<file path="config.mk">
export PLATFORM = sky130hd
export DESIGN_NAME = pid_loop_sequencer_flat
export DESIGN_NICKNAME = d
export VERILOG_FILES = /design/src/rtl/pid_loop_sequencer_if.sv /design/src/rtl/pid_loop_sequencer.sv /design/src/flat_wrapper.sv
export SDC_FILE = /design/constraint.sdc
export NUM_CORES = 1
export LEC_CHECK = 0
export ABC_CLOCK_PERIOD_IN_PS = 2900
export BUFFER_PORTS_ARGS = -buffer_cell sky130_fd_sc_hd__buf_2
export CAP_MARGIN = 20
export CORE_ASPECT_RATIO = 0.8
export CORE_MARGIN = 2
export CORE_UTILIZATION = 23
export CTS_CLUSTER_SIZE = 24
export DETAILED_ROUTE_END_ITERATION = 6
export SLEW_MARGIN = 20
export SYNTH_ARGS = -nofsm -noshare
export SYNTH_HDL_FRONTEND = slang
export SYNTH_SLANG_ARGS = --single-unit
export TNS_END_PERCENT = 1
</file>
<file path="constraint.sdc">
create_clock -name clk_i -period 2.9 [get_ports clk_i]
set_input_delay 0.29 -clock clk_i [delete_from_list [all_inputs] [get_ports clk_i]]
set_output_delay 0.29 -clock clk_i [all_outputs]
set_load 0.005 [all_outputs]
</file>
<file path="src/rtl/pid_loop_sequencer_if.sv">
// rtl/pid_loop_sequencer_if.sv - ADC, coefficient, PID core and PWM signal bundle of the servo loop sequencer
interface pid_loop_sequencer_if #(
   parameter int WIDTH = 12
);
   logic             enable_i;
   logic [WIDTH-1:0] ref_i;
   logic [WIDTH-1:0] adc_data_i;
   logic             adc_valid_i;
   logic             cfg_we_i;
   logic [1:0]       cfg_addr_i;
   logic [WIDTH-1:0] cfg_data_i;
   logic             status_clr_i;
   logic             pid_start_o;
   logic [WIDTH-1:0] pid_y_o;
   logic [WIDTH-1:0] pid_ref_o;
   logic [WIDTH-1:0] coeff_p_o;
   logic [WIDTH-1:0] coeff_i_o;
   logic [WIDTH-1:0] coeff_d_o;
   logic             pid_done_i;
   logic [WIDTH-1:0] pid_u_i;
   logic [WIDTH-1:0] pwm_duty_o;
   logic             pwm_load_o;
   logic             busy_o;
   logic             overrun_o;
   logic             timeout_o;

   modport slave (
      input  enable_i, ref_i, adc_data_i, adc_valid_i, cfg_we_i, cfg_addr_i, cfg_data_i,
             status_clr_i, pid_done_i, pid_u_i,
      output pid_start_o, pid_y_o, pid_ref_o, coeff_p_o, coeff_i_o, coeff_d_o,
             pwm_duty_o, pwm_load_o, busy_o, overrun_o, timeout_o
   );

   modport master (
      output enable_i, ref_i, adc_data_i, adc_valid_i, cfg_we_i, cfg_addr_i, cfg_data_i,
             status_clr_i, pid_done_i, pid_u_i,
      input  pid_start_o, pid_y_o, pid_ref_o, coeff_p_o, coeff_i_o, coeff_d_o,
             pwm_duty_o, pwm_load_o, busy_o, overrun_o, timeout_o
   );
endinterface

</file>
<file path="src/rtl/pid_loop_sequencer.sv">
// rtl/pid_loop_sequencer.sv - one ADC -> PID -> PWM servo iteration per sample period, with shadowed coefficients
module pid_loop_sequencer #(
   parameter int WIDTH      = 12,
   parameter int SAMPLE_DIV = 50000,
   parameter int TIMEOUT    = 1023,
   parameter int DUTY_MAX   = 4095,
   parameter int P_INIT     = 2,
   parameter int I_INIT     = 4,
   parameter int D_INIT     = 6
) (
   input logic                clk_i,
   input logic                reset,
   pid_loop_sequencer_if.slave bus
);
   localparam int CW = (SAMPLE_DIV > 1) ? $clog2(SAMPLE_DIV) : 1;
   localparam int TW = $clog2(TIMEOUT + 1);

   typedef enum logic [2:0] {
      S_IDLE     = 3'd0,
      S_WAIT_ADC = 3'd1,
      S_START    = 3'd2,
      S_COMPUTE  = 3'd3,
      S_UPDATE   = 3'd4
   } state_t;

   state_t           state, state_nxt;
   logic [CW-1:0]    sample_cnt;
   logic [TW-1:0]    tmo_cnt;
   logic             tick, accept, overrun_set, timeout_set, tmo_hit;
   logic [WIDTH-1:0] ref_q, y_q, duty_q;
   logic [WIDTH-1:0] sh_p, sh_i, sh_d, act_p, act_i, act_d;
   logic             overrun_q, timeout_q;

   assign tick        = bus.enable_i && (sample_cnt == CW'(SAMPLE_DIV - 1));
   assign accept      = tick && (state == S_IDLE);
   assign overrun_set = tick && (state != S_IDLE);
   assign tmo_hit     = (tmo_cnt == TW'(TIMEOUT - 1));
   assign timeout_set = bus.enable_i && tmo_hit &&
                        (((state == S_WAIT_ADC) && !bus.adc_valid_i) ||
                         ((state == S_COMPUTE)  && !bus.pid_done_i));

   always_ff @(posedge clk_i or negedge reset) begin
      if (!reset)
         sample_cnt <= '0;
      else if (!bus.enable_i || tick)
         sample_cnt <= '0;
      else
         sample_cnt <= sample_cnt + CW'(1);
   end

   always_ff @(posedge clk_i or negedge reset) begin
      if (!reset)
         state <= S_IDLE;
      else
         state <= state_nxt;
   end

   always_comb begin
      state_nxt = state;
      if (!bus.enable_i) begin
         state_nxt = S_IDLE;
      end else begin
         case (state)
            S_IDLE:     if (tick) state_nxt = S_WAIT_ADC;
            S_WAIT_ADC: if (bus.adc_valid_i) state_nxt = S_START;
                        else if (tmo_hit)    state_nxt = S_IDLE;
            S_START:    state_nxt = S_COMPUTE;
            S_COMPUTE:  if (bus.pid_done_i) state_nxt = S_UPDATE;
                        else if (tmo_hit)   state_nxt = S_IDLE;
            S_UPDATE:   state_nxt = S_IDLE;
            default:    state_nxt = S_IDLE;
         endcase
      end
   end

   always_comb begin
      bus.pid_start_o = 1'b0;
      bus.pwm_load_o  = 1'b0;
      bus.busy_o      = 1'b1;
      case (state)
         S_IDLE:   bus.busy_o      = 1'b0;
         S_START:  bus.pid_start_o = 1'b1;
         S_UPDATE: bus.pwm_load_o  = 1'b1;
         default:  ;
      endcase
   end

   // Handshake budget restarts on every state change, so it covers each waiting state separately.
   always_ff @(posedge clk_i or negedge reset) begin
      if (!reset)
         tmo_cnt <= '0;
      else if (state_nxt != state)
         tmo_cnt <= '0;
      else if ((state == S_WAIT_ADC) || (state == S_COMPUTE))
         tmo_cnt <= tmo_cnt + TW'(1);
   end

   always_ff @(posedge clk_i or negedge reset) begin
      if (!reset) begin
         ref_q  <= '0;
         y_q    <= '0;
         duty_q <= '0;
      end else begin
         if (accept)
            ref_q <= bus.ref_i;
         if (bus.enable_i && (state == S_WAIT_ADC) && bus.adc_valid_i)
            y_q <= bus.adc_data_i;
         if (bus.enable_i && (state == S_COMPUTE) && bus.pid_done_i)
            duty_q <= (bus.pid_u_i > WIDTH'(DUTY_MAX)) ? WIDTH'(DUTY_MAX) : bus.pid_u_i;
      end
   end

   // Active set copies the shadow as it was before this edge, so a write on the accepting tick waits a period.
   always_ff @(posedge clk_i or negedge reset) begin
      if (!reset) begin
         sh_p  <= WIDTH'(P_INIT);
         sh_i  <= WIDTH'(I_INIT);
         sh_d  <= WIDTH'(D_INIT);
         act_p <= WIDTH'(P_INIT);
         act_i <= WIDTH'(I_INIT);
         act_d <= WIDTH'(D_INIT);
      end else begin
         if (bus.cfg_we_i) begin
            case (bus.cfg_addr_i)
               2'd0:    sh_p <= bus.cfg_data_i;
               2'd1:    sh_i <= bus.cfg_data_i;
               2'd2:    sh_d <= bus.cfg_data_i;
               default: ;
            endcase
         end
         if (accept) begin
            act_p <= sh_p;
            act_i <= sh_i;
            act_d <= sh_d;
         end
      end
   end

   always_ff @(posedge clk_i or negedge reset) begin
      if (!reset) begin
         overrun_q <= 1'b0;
         timeout_q <= 1'b0;
      end else begin
         if (overrun_set)
            overrun_q <= 1'b1;
         else if (bus.status_clr_i)
            overrun_q <= 1'b0;
         if (timeout_set)
            timeout_q <= 1'b1;
         else if (bus.status_clr_i)
            timeout_q <= 1'b0;
      end
   end

   assign bus.pid_y_o    = y_q;
   assign bus.pid_ref_o  = ref_q;
   assign bus.pwm_duty_o = duty_q;
   assign bus.coeff_p_o  = act_p;
   assign bus.coeff_i_o  = act_i;
   assign bus.coeff_d_o  = act_d;
   assign bus.overrun_o  = overrun_q;
   assign bus.timeout_o  = timeout_q;

endmodule

</file>
<file path="src/flat_wrapper.sv">
// flat-port wrapper written by rule: the top's interface ports become plain ports
module pid_loop_sequencer_flat 
#(
   parameter int WIDTH      = 12,
   parameter int SAMPLE_DIV = 50000,
   parameter int TIMEOUT    = 1023,
   parameter int DUTY_MAX   = 4095,
   parameter int P_INIT     = 2,
   parameter int I_INIT     = 4,
   parameter int D_INIT     = 6
)
  (clk_i, reset, bus_enable_i, bus_ref_i, bus_adc_data_i, bus_adc_valid_i, bus_cfg_we_i, bus_cfg_addr_i, bus_cfg_data_i, bus_status_clr_i, bus_pid_done_i, bus_pid_u_i, bus_pid_start_o, bus_pid_y_o, bus_pid_ref_o, bus_coeff_p_o, bus_coeff_i_o, bus_coeff_d_o, bus_pwm_duty_o, bus_pwm_load_o, bus_busy_o, bus_overrun_o, bus_timeout_o);
  pid_loop_sequencer_if #(.WIDTH(WIDTH)) bus_i ();
  input logic clk_i;
  input logic reset;
  input wire logic [$bits(bus_i.enable_i)-1:0] bus_enable_i;
  input wire logic [$bits(bus_i.ref_i)-1:0] bus_ref_i;
  input wire logic [$bits(bus_i.adc_data_i)-1:0] bus_adc_data_i;
  input wire logic [$bits(bus_i.adc_valid_i)-1:0] bus_adc_valid_i;
  input wire logic [$bits(bus_i.cfg_we_i)-1:0] bus_cfg_we_i;
  input wire logic [$bits(bus_i.cfg_addr_i)-1:0] bus_cfg_addr_i;
  input wire logic [$bits(bus_i.cfg_data_i)-1:0] bus_cfg_data_i;
  input wire logic [$bits(bus_i.status_clr_i)-1:0] bus_status_clr_i;
  input wire logic [$bits(bus_i.pid_done_i)-1:0] bus_pid_done_i;
  input wire logic [$bits(bus_i.pid_u_i)-1:0] bus_pid_u_i;
  output wire logic [$bits(bus_i.pid_start_o)-1:0] bus_pid_start_o;
  output wire logic [$bits(bus_i.pid_y_o)-1:0] bus_pid_y_o;
  output wire logic [$bits(bus_i.pid_ref_o)-1:0] bus_pid_ref_o;
  output wire logic [$bits(bus_i.coeff_p_o)-1:0] bus_coeff_p_o;
  output wire logic [$bits(bus_i.coeff_i_o)-1:0] bus_coeff_i_o;
  output wire logic [$bits(bus_i.coeff_d_o)-1:0] bus_coeff_d_o;
  output wire logic [$bits(bus_i.pwm_duty_o)-1:0] bus_pwm_duty_o;
  output wire logic [$bits(bus_i.pwm_load_o)-1:0] bus_pwm_load_o;
  output wire logic [$bits(bus_i.busy_o)-1:0] bus_busy_o;
  output wire logic [$bits(bus_i.overrun_o)-1:0] bus_overrun_o;
  output wire logic [$bits(bus_i.timeout_o)-1:0] bus_timeout_o;
  assign bus_i.enable_i = bus_enable_i;
  assign bus_i.ref_i = bus_ref_i;
  assign bus_i.adc_data_i = bus_adc_data_i;
  assign bus_i.adc_valid_i = bus_adc_valid_i;
  assign bus_i.cfg_we_i = bus_cfg_we_i;
  assign bus_i.cfg_addr_i = bus_cfg_addr_i;
  assign bus_i.cfg_data_i = bus_cfg_data_i;
  assign bus_i.status_clr_i = bus_status_clr_i;
  assign bus_i.pid_done_i = bus_pid_done_i;
  assign bus_i.pid_u_i = bus_pid_u_i;
  assign bus_pid_start_o = bus_i.pid_start_o;
  assign bus_pid_y_o = bus_i.pid_y_o;
  assign bus_pid_ref_o = bus_i.pid_ref_o;
  assign bus_coeff_p_o = bus_i.coeff_p_o;
  assign bus_coeff_i_o = bus_i.coeff_i_o;
  assign bus_coeff_d_o = bus_i.coeff_d_o;
  assign bus_pwm_duty_o = bus_i.pwm_duty_o;
  assign bus_pwm_load_o = bus_i.pwm_load_o;
  assign bus_busy_o = bus_i.busy_o;
  assign bus_overrun_o = bus_i.overrun_o;
  assign bus_timeout_o = bus_i.timeout_o;
  pid_loop_sequencer #(.WIDTH(WIDTH), .SAMPLE_DIV(SAMPLE_DIV), .TIMEOUT(TIMEOUT), .DUTY_MAX(DUTY_MAX), .P_INIT(P_INIT), .I_INIT(I_INIT), .D_INIT(D_INIT)) u_core (.clk_i(clk_i), .reset(reset), .bus(bus_i));
endmodule
</file>
==> impl_metrics.py <==
metrics = {
    "detailed_routing": {
        "drt-total-wl_um": 12100,
        "wl_per_cell_um": 13.8,
        "drc": 0,
        "drtPass1Iterations": 4,
        "vias": 3666,
        "via_per_inst": 4.16,
        "detail-route-antenna-nets": 0,
        "initialDrtViolationCount": 202,
    },
    "global_route": {
        "antenna_found_initial": 0,
        "grt_max_degree": 66,
        "grt_pass1_wl_um": 20300,
        "grt_pass1_vias": 3774,
        "gr-total-overflow": 0,
        "grt_usage_pct": 9.94,
    },
    "layout": {
        "drive_gt1_share_pct": 52.2,
        "regMostFlops": "u_core.sample_cnt",
        "seq_area_mm2": 0.00349,
        "num-nets-final": 610,
        "antenna_cells": 0,
        "multi_input_area_mm2": 0.00209,
        "syn2layout_area_growth_pct": 29.3,
        "largest_register_ffs": 16,
        "fillers": 2475,
    },
    "logic_synthesis": {
        "synth_fp_nets": 466,
        "synth_top_area_share_pct": 57.6,
        "synth_seq_cells": 139,
        "netlist_top_cells_area": "dfrtp_1, mux2_2, dfstp_2, mux2_4, xnor2_1",
        "yosysSeqAreaShare_pct": 61.3,
        "synth_common_cells": "dfrtp_1, mux2_2, nor2_1, nor3_1, xnor2_1",
        "synth-async-reset-ratio_pct": 100,
        "avgSynthCellArea_um2": 14.0,
        "synth_edf_count": 0,
        "synth_area_leader_cell": "dfrtp_1",
        "synth_cell_types": 39,
        "ys_warn_count": 0,
        "ys.flop_type": "dfrtp_1",
        "yosysMostFrequentCell": "dfrtp_1",
        "syn_inst": 406,
        "syn-cell-area_mm2": 0.00569,
    },
    "clock_network": {
        "cts_setup_buffers": 0,
        "clk_latency_ns": 0.42,
        "cts-resized-gates": 0,
        "root_buffer": "clkbuf_16",
        "cts_sinks": 139,
        "htree_num_levels": 4,
        "tritoncts": "built",
        "cts.path.max_buffers": 2,
        "path_clk_slew_ns": 0.07,
        "cts_buffers": 17,
    },
    "sta": {
        "finalCritPeriodShare_pct": 83.3,
        "worst_pin_slew_ns": 0.878,
        "min_period_ns": 2.42,
        "skew_ns": 0.00871,
        "final.setup.tns_ns": 0,
        "fmax_mhz": 414,
        "layout_setup_ws_ns": 0.483,
        "drv_slew": 0,
        "rsz0062_at_grt": "false",
        "hold_violations": 0,
        "slew_headroom_pct": 41.3,
        "setup_viol": 0,
    },
    "run": {
        "maxCapViolations": 0,
    },
    "floorplan": {
        "start_util_pct": 23.4,
        "die_y_um": 145,
        "design.core.area_mm2": 0.0243,
        "die_w_um": 180,
        "rows": 51,
        "dieArea_mm2": 0.0260,
        "io_pins": 134,
    },
    "hold_path": {
        "min_from": "bus_adc_data_i[5]",
        "holdPathEnd": "u_core.bus.pid_y_o[5]",
        "hold_class": "primary input to flip-flop",
        "worstHoldPathCells": 2,
    },
    "pwr": {
        "peakVddDrop_mv": 0.324,
        "fin_total_pwr_mw": 4.51,
        "leakagePower_nw": 3.67,
        "power_density_mw_per_mm2": 613,
    },
    "critical_path": {
        "critPathCaptureType": "flip-flop",
        "cp-start-kind": "flip-flop",
        "r2r_slack_ns": 0.48,
        "crit_arrival_ns": 2.72,
        "r2r-start": "u_core.state[0]",
        "setup.worst_path.class": "flip-flop to flip-flop",
        "cp_max_fo": 48,
        "rr_endpoint": "u_core.bus.coeff_i_o[9]",
        "cp.required_ns": 3.20,
        "reg2regPathDepth": 4,
    },
    "placed_design": {
        "pre_cts_ws_ns": 0.469,
        "gp_congestion": 0.735,
        "io_buffers": 133,
        "hpwlAfterDp_um": 8150,
    },
    "run_status": {
        "outcome": "completed",
    },
}
## metal layers
metal | global-route usage, % | routed length, µm | vias up
li1 | - | - | 1739
met1 | 13.1 | 5930 | 1824
met2 | 15.1 | 5320 | 94
met3 | 3.70 | 761 | 9
met4 | 3.34 | 141 | 0
met5 | 0 | 0 | -
## worst max-delay path, stage by stage, from the launching register on
cell and delay, ns:
dfrtp_1 0.55, or3_1 0.50, or3_2 0.49, buf_4 0.35
mux2_2 0.37
## metrics by stage
step | cell area (µm²) | std cells | hold WS, ns | utilization (%)
3_5_place_dp | 6750 | 848 | 0.325 | 27.8
5_1_grt | 7360 | 881 | 0.0712 | 30.3
4_1_cts | 7360 | 881 | 0.0702 | 30.3
3_3_place_gp | 6750 | 848 | 0.328 | 27.8
2_1_floorplan | 5690 | 406 | -0.00559 | -
6_report | 7360 | 881 | 0.0973 | 30.3
## worst max-delay path by stage
stage	startpoint	endpoint	cells after the start
floorplan	u_core.state[1]	u_core.bus.pid_ref_o[10]	8
global placement	u_core.state[0]	u_core.bus.pid_ref_o[10]	4
detailed placement	u_core.state[0]	u_core.bus.pid_ref_o[7]	4
CTS	u_core.state[0]	u_core.bus.pid_ref_o[7]	4
global route	u_core.sample_cnt[12]	u_core.bus.pid_ref_o[7]	5
finish	u_core.state[0]	u_core.bus.coeff_i_o[9]	4
## where the power goes
group | internal [mW] | total [mW] | switching, mW
combinational | 0.129 | 0.232 | 0.103
sequential | 2.05 | 2.10 | 0.0493
clock | 1.17 | 2.17 | 1.01
## logic make-up (layout without fill, tap and decap cells)
kind of cell,after synthesis,in the layout,synth area share [%]
adders and majority gates,3,3,0.660
and+or+nand+nor,97,97,9.12
xor gates and xnor gates,22,22,3.39
AOI/OAI and AO/OA,11,11,1.23
buffers and inverters,25,182,2.15
DFF,139,139,61.3
muxes,109,109,22.1
## area by class of cell
type / instances / share of cell area (%)
Inverter: 9 / 0.459
Clock buffer: 17 / 5.78
Tap cell: 318 / 5.41
Sequential cell: 139 / 47.4
Multi-Input combinational cell: 242 / 28.4
Clock inverter: 15 / 2.38
Timing Repair Buffer: 141 / 10.2
## layout by cell type, fill, tap and decap left out, types with 6 or more instances in the layout
cell and instances:
buf_2 132, dfrtp_1 131, mux2_2 99, nor2_1 24, nor3_1 17, clkbuf_16 17, xnor2_1 15, nand2_1 11
nand3_1 11, inv_1 9, mux2_4 9, nand4_1 8, dfstp_2 8, xor2_1 7, inv_8 6, buf_4 6
## what timing repair did
| action | CTS | global route |
|---|---|---|
| hold buffers | 1 | 0 |
| endpoints found under the hold margin | 62 | 0 |
| setup endpoints to repair | 0 | 0 |
No activity file was read; power rests on OpenSTA's default activity.
